## src/rtl/eim_pkg.sv

```systemverilog
// Shared types and widths for the EIM burst transaction engine.
package eim_pkg;

  localparam int unsigned EIM_ADDR_W = 19;
  localparam int unsigned EIM_WORD_W = 18;
  localparam int unsigned EIM_DATA_W = 16;
  localparam int unsigned EIM_HI_W   = 3;
  localparam int unsigned EIM_DLY_W  = 8;
  localparam int unsigned EIM_BEAT_W = 5;

  typedef enum logic [1:0] {
    IDLE,
    WRITE,
    READ,
    HOLD
  } eim_state_e;

  typedef struct packed {
    logic [EIM_WORD_W-1:0] addr;
    logic [EIM_DATA_W-1:0] data;
  } eim_wr_t;

  // Byte address {hi, lo} reduced to a word address; byte lane bit dropped.
  function automatic logic [EIM_WORD_W-1:0] eim_word_addr(
    input logic [EIM_HI_W-1:0]   hi,
    input logic [EIM_DATA_W-1:0] lo
  );
    return {hi, lo[EIM_DATA_W-1:1]};
  endfunction

endpackage

```

## src/rtl/eim_beat_timer.sv

```systemverilog
// Delay/beat counter pair: waits dly edges after load, then fires one beat per
// edge until BURST_LEN beats have fired.
module eim_beat_timer
  import eim_pkg::*;
#(
  parameter int unsigned BURST_LEN = 4
) (
  input  logic                  clk,
  input  logic                  reset,
  input  logic                  load,
  input  logic                  run,
  input  logic [EIM_DLY_W-1:0]  dly,
  output logic                  fire_c,
  output logic                  last_c,
  output logic [EIM_BEAT_W-1:0] beat_c,
  output logic                  done
);

  logic [EIM_DLY_W-1:0]  dly_q;
  logic [EIM_BEAT_W-1:0] beat_q;

  // A zero delay fires beat 0 on the load edge itself.
  always_comb begin
    fire_c = 1'b0;
    beat_c = beat_q;
    if (load) begin
      beat_c = '0;
      fire_c = (dly == '0);
    end else if (run && !done) begin
      fire_c = (dly_q >= dly);
    end
    last_c = fire_c && (beat_c == EIM_BEAT_W'(BURST_LEN - 1));
  end

  always_ff @(posedge clk or posedge reset) begin
    if (reset) begin
      dly_q  <= '0;
      beat_q <= '0;
      done   <= 1'b0;
    end else if (load) begin
      dly_q  <= EIM_DLY_W'(1);
      beat_q <= fire_c ? EIM_BEAT_W'(1) : '0;
      done   <= last_c;
    end else if (run) begin
      if (dly_q < dly) dly_q <= dly_q + EIM_DLY_W'(1);
      if (fire_c)      beat_q <= beat_q + EIM_BEAT_W'(1);
      if (last_c)      done <= 1'b1;
    end
  end

endmodule

```

## src/rtl/eim_burst_ctrl.sv

```systemverilog
// EIM burst engine: turns sampled bus cycles into word-addressed register-file
// write strobes and read requests, and returns read data on ad_out.
module eim_burst_ctrl
  import eim_pkg::*;
#(
  parameter int unsigned BURST_LEN = 4,
  parameter int unsigned WR_DLY    = 1,
  parameter int unsigned RD_DLY    = 2
) (
  input  logic                  clk,
  input  logic                  reset,
  input  logic                  cs_n,
  input  logic                  lba_n,
  input  logic                  rw,
  input  logic [EIM_HI_W-1:0]   hi_addr,
  input  logic [EIM_DATA_W-1:0] ad_in,
  output logic [EIM_DATA_W-1:0] ad_out,
  output logic                  ad_oe,
  output logic                  wr_en,
  output logic [EIM_WORD_W-1:0] wr_addr,
  output logic [EIM_DATA_W-1:0] wr_data,
  output logic                  rd_en,
  output logic [EIM_WORD_W-1:0] rd_addr,
  input  logic [EIM_DATA_W-1:0] rd_data,
  output logic                  busy
);

  eim_state_e            state_q, state_d;
  logic [EIM_WORD_W-1:0] base_q, base_d;
  eim_wr_t               wr_q, wr_d;
  logic                  wr_en_q, wr_en_d;
  logic                  rd_en_q, rd_en_d;
  logic [EIM_WORD_W-1:0] rd_addr_q, rd_addr_d;
  logic                  rd_pend_q, rd_pend_d;
  logic [EIM_DATA_W-1:0] ad_out_q, ad_out_d;
  logic                  ad_oe_q, ad_oe_d;
  logic                  busy_q;

  logic                  e0;
  logic                  run;
  logic                  rd_mode;
  logic [EIM_DLY_W-1:0]  tmr_dly;
  logic [EIM_WORD_W-1:0] new_base;
  logic [EIM_WORD_W-1:0] beat_addr;
  logic                  fire_c;
  logic                  last_c;
  logic [EIM_BEAT_W-1:0] beat_c;
  logic                  tmr_done;

  // Address edge (fresh or restart), timer run enable and per-beat address.
  always_comb begin
    e0        = !cs_n && !lba_n;
    run       = !cs_n && lba_n && ((state_q == WRITE) || (state_q == READ));
    rd_mode   = e0 ? rw : (state_q == READ);
    tmr_dly   = rd_mode ? EIM_DLY_W'(RD_DLY - 2) : EIM_DLY_W'(WR_DLY);
    new_base  = eim_word_addr(hi_addr, ad_in);
    beat_addr = (e0 ? new_base : base_q) + EIM_WORD_W'(beat_c);
  end

  eim_beat_timer #(
    .BURST_LEN (BURST_LEN)
  ) u_timer (
    .clk    (clk),
    .reset  (reset),
    .load   (e0),
    .run    (run),
    .dly    (tmr_dly),
    .fire_c (fire_c),
    .last_c (last_c),
    .beat_c (beat_c),
    .done   (tmr_done)
  );

  // Next state and next registered outputs.
  always_comb begin
    state_d   = state_q;
    base_d    = base_q;
    wr_d      = wr_q;
    wr_en_d   = 1'b0;
    rd_en_d   = 1'b0;
    rd_addr_d = rd_addr_q;
    rd_pend_d = 1'b0;
    ad_out_d  = ad_out_q;
    ad_oe_d   = 1'b0;

    if (cs_n) begin
      state_d = IDLE;
    end else if (!lba_n) begin
      state_d = rw ? READ : WRITE;
      base_d  = new_base;
    end else begin
      case (state_q)
        WRITE: if (last_c) state_d = HOLD;
        // Stay until the last captured beat has had its full cycle on ad_out.
        READ:  if (tmr_done && !rd_en_q && !rd_pend_q) state_d = HOLD;
        default: state_d = state_q;
      endcase
    end

    if (fire_c) begin
      if (rd_mode) begin
        rd_en_d   = 1'b1;
        rd_addr_d = beat_addr;
      end else begin
        wr_en_d   = 1'b1;
        wr_d.addr = beat_addr;
        wr_d.data = ad_in;
      end
    end

    // rd_data is valid the cycle after rd_en, so capture lags issue by two edges.
    if (run && (state_q == READ)) begin
      rd_pend_d = rd_en_q;
      ad_oe_d   = rd_en_q || rd_pend_q;
      if (rd_pend_q) ad_out_d = rd_data;
    end
  end

  always_ff @(posedge clk or posedge reset) begin
    if (reset) begin
      state_q   <= IDLE;
      base_q    <= '0;
      wr_q      <= '0;
      wr_en_q   <= 1'b0;
      rd_en_q   <= 1'b0;
      rd_addr_q <= '0;
      rd_pend_q <= 1'b0;
      ad_out_q  <= '0;
      ad_oe_q   <= 1'b0;
      busy_q    <= 1'b0;
    end else begin
      state_q   <= state_d;
      base_q    <= base_d;
      wr_q      <= wr_d;
      wr_en_q   <= wr_en_d;
      rd_en_q   <= rd_en_d;
      rd_addr_q <= rd_addr_d;
      rd_pend_q <= rd_pend_d;
      ad_out_q  <= ad_out_d;
      ad_oe_q   <= ad_oe_d;
      busy_q    <= (state_d != IDLE);
    end
  end

  assign ad_out  = ad_out_q;
  assign ad_oe   = ad_oe_q;
  assign wr_en   = wr_en_q;
  assign wr_addr = wr_q.addr;
  assign wr_data = wr_q.data;
  assign rd_en   = rd_en_q;
  assign rd_addr = rd_addr_q;
  assign busy    = busy_q;

endmodule

```

## config.mk

```make
export PLATFORM = sky130hd
export DESIGN_NAME = eim_burst_ctrl
export DESIGN_NICKNAME = d
export VERILOG_FILES = /design/src/rtl/eim_pkg.sv /design/src/rtl/eim_beat_timer.sv /design/src/rtl/eim_burst_ctrl.sv
export SDC_FILE = /design/constraint.sdc
export NUM_CORES = 1
export LEC_CHECK = 0
export CAP_MARGIN = 25
export CORE_MARGIN = 2
export CORE_UTILIZATION = 45
export CTS_CLUSTER_DIAMETER = 50
export CTS_CLUSTER_SIZE = 28
export DETAILED_ROUTE_END_ITERATION = 10
export GPL_TIMING_DRIVEN = 0
export HOLD_SLACK_MARGIN = 0.08
export PLACE_DENSITY = 0.82
export SLEW_MARGIN = 0
export SYNTH_ARGS = -nofsm -noshare
export SYNTH_HDL_FRONTEND = slang
export SYNTH_SLANG_ARGS = --single-unit
export TNS_END_PERCENT = 1
```

## constraint.sdc

```tcl
create_clock -name clk -period 3.5 [get_ports clk]
set_input_delay 0.7 -clock clk [delete_from_list [all_inputs] [get_ports clk]]
set_output_delay 0.7 -clock clk [all_outputs]
set_load 0.1 [all_outputs]
```

# ---- After elaboration in Yosys (flattened, before gate mapping)
# Cells that the tools add are included.
dict set report totals {
  register_bits 107
  latch_bits 0
  mem_bits_rw 0
  mem_bits_ro 0
  inputBits 40
  mem_count 0
}
dict set report op_classes {
  add_sub_neg 3
  mul 0
  div 0
  n_lt_le_gt_ge 2
  n_eq_ne 3
  n_shift 0
  muxes 28
  bitwise 3
  reduce_logical 28
}
# cell count
set ops {}
lappend ops {{two-way mux 8 bit} 3}
lappend ops {{two-way mux 5 bit} 4}
lappend ops {{adder 18 x 5 -> 18 bit} 1}
lappend ops {{two-way mux 18 bit} 1}
lappend ops {{two-way mux 1 bit} 14}
lappend ops {{AND reduction 2 bit} 7}
lappend ops {{two-way mux 2 bit} 5}
lappend ops {{nonzero test 2 bit} 5}
lappend ops {{adder 8 x 1 -> 8 bit (second input constant)} 1}
lappend ops {{>= comparator 8 x 1 -> 1 bit} 1}
lappend ops {{logical AND 1 bit} 8}
lappend ops {{zero test 8 bit} 1}
lappend ops {{less-than comparator 8 x 1 -> 1 bit} 1}
lappend ops {{adder 5 x 1 -> 5 bit (second input constant)} 1}
lappend ops {{== test 5 x 2 -> 1 bit (second input constant)} 1}
lappend ops {{zero test 1 bit} 5}
lappend ops {{one-hot mux 2 bit (2 select lines)} 1}
lappend ops {{inverter 1 bit} 3}
lappend ops {{== test 2 x 1 -> 1 bit (second input constant)} 1}
lappend ops {{== test 2 bit (second input constant)} 1}
lappend ops {{logical OR 1 bit} 2}

# ---- Depth between registers and ports, before layout
dict set report depth {
  word_depth 13
  mapped_depth 14
}

# ---- Modules after synthesis
# From an unflattened synthesis, not the netlist that was laid out.
dict set report hier_totals {
  cells_unflattened 472
  hier_area_um2 5296.3
}
# mod instances cells_per_inst area_each_um2
set modules_own_cells {}
lappend modules_own_cells {eim_burst_ctrl 1 354 4246.6}
lappend modules_own_cells {eim_beat_timer 1 118 1049.8}

# ---- Worst setup path after synthesis
# OpenSTA, ideal clock, no wires.
dict set report synth_timing {
  path_type {in2reg}
  start {in cs_n}
  end {reg rd_addr_q[16] (netlist: rd_addr[16])}
  arrival_ps 3281
  t_required_ps 3405
  slack_ps 124
  cell_stages 13
  n_path_buf 3
  path_cell_list {or2_1 buf_4 clkbuf_1 clkbuf_1 and2_1 ha_1 inv_1 fa_1 nor2b_1 o31a_1 o211ai_1 o41a_1 o31ai_1}
}
dict set report synth_via {
  elab_chain_len 8
  word_cells_on_any_way 15
  cone_classes {add/sub: 1; order compare: 1; mux: 6; reduce/logical: 7}
}
# item line
set synth_lines {}
lappend synth_lines {{start: declaration} eim_burst_ctrl.sv:12} ;# input logic cs_n,
lappend synth_lines {{zero test 1 bit *} {eim_burst_ctrl.sv:52, eim_burst_ctrl.sv:53}}
lappend synth_lines {{logical AND 1 bit} eim_burst_ctrl.sv:52} ;# e0 = !cs_n && !lba_n;
lappend synth_lines {{two-way mux 1 bit} eim_burst_ctrl.sv:54} ;# rd_mode = e0 ? rw : (state_q == READ);
lappend synth_lines {{two-way mux 1 bit} eim_burst_ctrl.sv:55} ;# tmr_dly = rd_mode ? EIM_DLY_W'(RD_DLY - 2) : EIM_DLY_W'(WR_DLY);
lappend synth_lines {{>= comparator 8 x 1 -> 1 bit} eim_beat_timer.sv:30} ;# fire_c = (dly_q >= dly);
lappend synth_lines {{two-way mux 1 bit} eim_beat_timer.sv:29} ;# end else if (run && !done) begin
lappend synth_lines {{two-way mux 1 bit} eim_beat_timer.sv:26} ;# if (load) begin
lappend synth_lines {{AND reduction 2 bit (no line)} n/a}
lappend synth_lines {{end signal: assignment} eim_burst_ctrl.sv:137} ;# rd_addr_q <= rd_addr_d;
lappend synth_lines {{end: declaration} eim_burst_ctrl.sv:33} ;# logic [EIM_WORD_W-1:0] rd_addr_q, rd_addr_d;
# Every way passes the cells marked *; elsewhere a longest branch is shown, timed or not.
# A chain may end at the register's enable or synchronous reset.

# ---- Worst setup path in the final report
dict set report layout_timing {
  start {in lba_n}
  end {reg rd_addr_q[7] (netlist: rd_addr[7])}
}
dict set report layout_via {
  elab_chain_len 8
  word_cells_on_any_way 15
  cone_classes {add/sub: 1; order compare: 1; mux: 6; reduce/logical: 7}
}
# item line
set layout_lines {}
lappend layout_lines {{start: declaration} eim_burst_ctrl.sv:13} ;# input logic lba_n,
lappend layout_lines {{zero test 1 bit} n/a}
lappend layout_lines {{logical AND 1 bit} eim_burst_ctrl.sv:52}
lappend layout_lines {{two-way mux 1 bit} eim_burst_ctrl.sv:54}
lappend layout_lines {{two-way mux 1 bit} eim_burst_ctrl.sv:55}
lappend layout_lines {{>= comparator 8 x 1 -> 1 bit} eim_beat_timer.sv:30}
lappend layout_lines {{two-way mux 1 bit} eim_beat_timer.sv:29}
lappend layout_lines {{two-way mux 1 bit} eim_beat_timer.sv:26}
lappend layout_lines {{AND reduction 2 bit (no line)} n/a}
# Several ways; a longest one is shown, not always the timed one.

==> results by group <==
Run status
  – Status: finished clean

Worst setup path
  – Worst Setup Path Type: in -> reg
  – Worst reg2reg path endpoint: rd_addr[7]
  – Worst endpoint required time: between 3 and 4 ns
  – Worst setup SP type: primary input
  – Worst path arrival time: between 3 and 4 ns
  – CP max FO: 10
  – Worst R2R Start: state_q[0]
  – Crit. End Element: flop
  – R2R depth: 11
  – Reg2reg setup slack: between 0.4 and 0.5 ns

STA
  – Final Max Tran Viols: 0
  – Final Hold Vio Count: 0
  – Slew @ Worst Pin: around 1 ns
  – Final setup fails: 0
  – Unrepaired setup endpoints after global routing: false
  – Setup TNS: 0 ns
  – Max Clk Rate: 304 MHz
  – Min cycle time layout: 3.29 ns
  – Worst slew margin: 0.330
  – Setup Skew: 0.0107 ns
  – Final Cycle Share: 0.940
  – Final setup margin: 0.209 ns

Logic synthesis
  – Syn nets: around 480
  – Mapped cell area: slightly below 5000 sq um
  – Yosys warning count: 0
  – Synthesized flop and latch total: 107
  – Post-synth top flop: dfrtp_1
  – Mean Syn Cell Area: 11.4 sq um
  – Cells after synthesis: roughly 420
  – Post-synthesis sequential area ratio: 0.557
  – Synth unique cells: 54
  – EDFF count, synth: 0
  – Asr flop ratio synth: 1.00

Drt
  – First-pass detailed-route iteration total: 5
  – Post-Route WL: between 10 and 15 mm
  – Residual DRC: 0
  – Via count: between 3,000 and 4,000
  – Post-DRT Antenna Nets: 0
  – DRT iter0 DRCs: 145
  – Average wire per standard cell: about 17 um
  – Vias per cell: around 5.4

GRT
  – Initial antenna violation count: 0
  – Grt total ovfl: 0
  – GRT Util Overall: 0.205
  – Global-route wire length before repair: around 19 mm
  – Vias in the first global route: around 3,800
  – Largest net degree at the start of global routing: 40

Finish
  – Commonest non-fill, non-tap cell in the layout: clkdlybuf4s50_1
  – Final cell count without fillers: between 600 and 700
  – Fin area: 6360 sq um
  – Multi-input gate area: 2010 sq um
  – Most frequent cells in the layout: clkdlybuf4s50_1 (109), dfrtp_1 (107), nand2_1 (88), mux2_2 (43), inv_1 (16)
  – Final #Nets: 601
  – Layout fillers: between 800 and 900
  – Storage cell area: 2680 sq um
  – Syn-to-layout area delta: 32.4%
  – Share of post-route cells with drive strength above 1: 0.157
  – Antenna Cells: 0

Clock network
  – CTS tree: built
  – CTS root buffer: clkbuf_8
  – Reg clk slew, reported paths: ~0.1 ns
  – Sinks on the clock net: 107
  – Clock H-tree levels: 3
  – Worst skew pair latency: approximately 0.36 ns
  – Clock Tree Buf Depth: 2
  – Cts hold-fix bufs: 0
  – Number of CTS-inserted buffers: 9

Placement
  – GP Congestion: 0.878
  – Dpl ws: -1.21 ns
  – Hpwl dp: ~8.6 mm
  – Dpl cells: 672
  – Port bufs: 111
  – Placed cell area: between 6000 and 7000 sq um

Hold path
  – Hold path start: wr_data[1]
  – Hold path depth: 2
  – WHS Endpoint: wr_data[1]
  – Worst hold path class: reg -> reg

Floorplanning
  – Rows: 37
  – Initial Util: 0.465
  – Die width: about 110 um
  – IO Count: between 100 and 150
  – Die height: roughly 110 um
  – Core footprint: ~10,000 sq um
  – Die area: about 12,000 sq um

Power
  – Pwr/cell area: around 800 nW/um^2
  – Worst vdd ir: 0.575 mV
  – P_leak: ~2.9 nW
  – Pwr Total: a little over 5 mW

Job
  – Max-cap viol count: 0
## power breakdown
part | internal (mW) | total, mW | switching (mW)
clock | 0.304 | 0.724 | 0.420
sequential | 1.50 | 1.65 | 0.152
combinational | 0.627 | 2.72 | 2.09
total | 2.43 | 5.09 | 2.66
## sequential cells by signal, summed over array words and instances (netlist names), 2 cells and up
register and flops:
wr_addr 18, state_q 2, ad_out 16, u_timer.beat_q 5, u_timer.dly_q 8, base_q 18, rd_addr 18, wr_data 16
## what timing repair did
action | 4_1_cts | 5_1_grt
buffers inserted | 0 | 4
endpoints found under the hold margin | 0 | 0
resized for setup | 11 | 1
setup endpoints to repair | 55 | 19
pin swaps | 0 | 1
## cell type report
cell class                 count  share of cell area
tap                          136              0.0267
inverter                      18              0.0112
multi-input combinational    284               0.315
buffer                        12              0.0102
sequential                   107               0.421
timing repair buffer         117               0.186
clock buffer                  12              0.0244
clock inverter                 4             0.00531
## worst max path at each step
stage / slack, ns / end / cells after the start / start
5_1_grt: 0.03 / wr_addr[16] / 13 / lba_n
2_1_floorplan: 0.12 / rd_addr[16] / 13 / cs_n
3_5_place_dp: -1.21 / wr_addr[16] / 15 / lba_n
4_1_cts: 0.04 / wr_addr[16] / 14 / lba_n
6_report: 0.21 / rd_addr[7] / 12 / lba_n
3_3_place_gp: -1.11 / rd_addr[16] / 15 / lba_n
## cells in the mapped netlist, drive strengths merged (7+ instances only)
cell / instances / area, sq um
dfrtp: 107 / 2680
nand2: 89 / 342
mux2: 43 / 484
inv: 18 / 67.6
o21ai: 17 / 85.1
and2: 12 / 75.1
ha: 11 / 138
o31ai: 10 / 75.1
xnor2: 10 / 87.6
clkbuf: 8 / 30.0
mux2i: 8 / 80.1
nor2: 8 / 32.5
o211ai: 7 / 52.6
## kinds of logic after synthesis
group | synth area share
and+or+nand+nor | 0.158
DFF | 0.557
AOI/OAI and AO/OA | 0.0849
muxes | 0.117
buffers and inverters | 0.0281
xor gates and xnor gates | 0.0219
adders and majority gates | 0.0328
## per-layer routing
metal  part of all wire  GRT usage  wire (um)
met4              0.019     0.0760        220
met1               0.41      0.259       4730
met2               0.52      0.355       6100
met5                  0          0          0
met3              0.052     0.0345        602
## critical path: stages
cell and delay [ns]:
clkdlybuf4s15_2 0.27, nor2_4 0.21, buf_4 0.14, mux2_2 0.34, inv_1 0.13, ha_1 0.17
nor4b_2 0.33, a31oi_4 0.25, o21ai_2 0.34, inv_1 0.12, buf_2 0.23, mux2_2 0.30
## stage by stage
step	hold slack [ns]	util
6_report	0.486	0.616
5_1_grt	0.512	0.616
4_1_cts	0.489	0.614
3_5_place_dp	0.464	0.594
3_3_place_gp	0.452	0.590
2_1_floorplan	0.439	-
No activity file was read; power rests on OpenSTA's default activity.
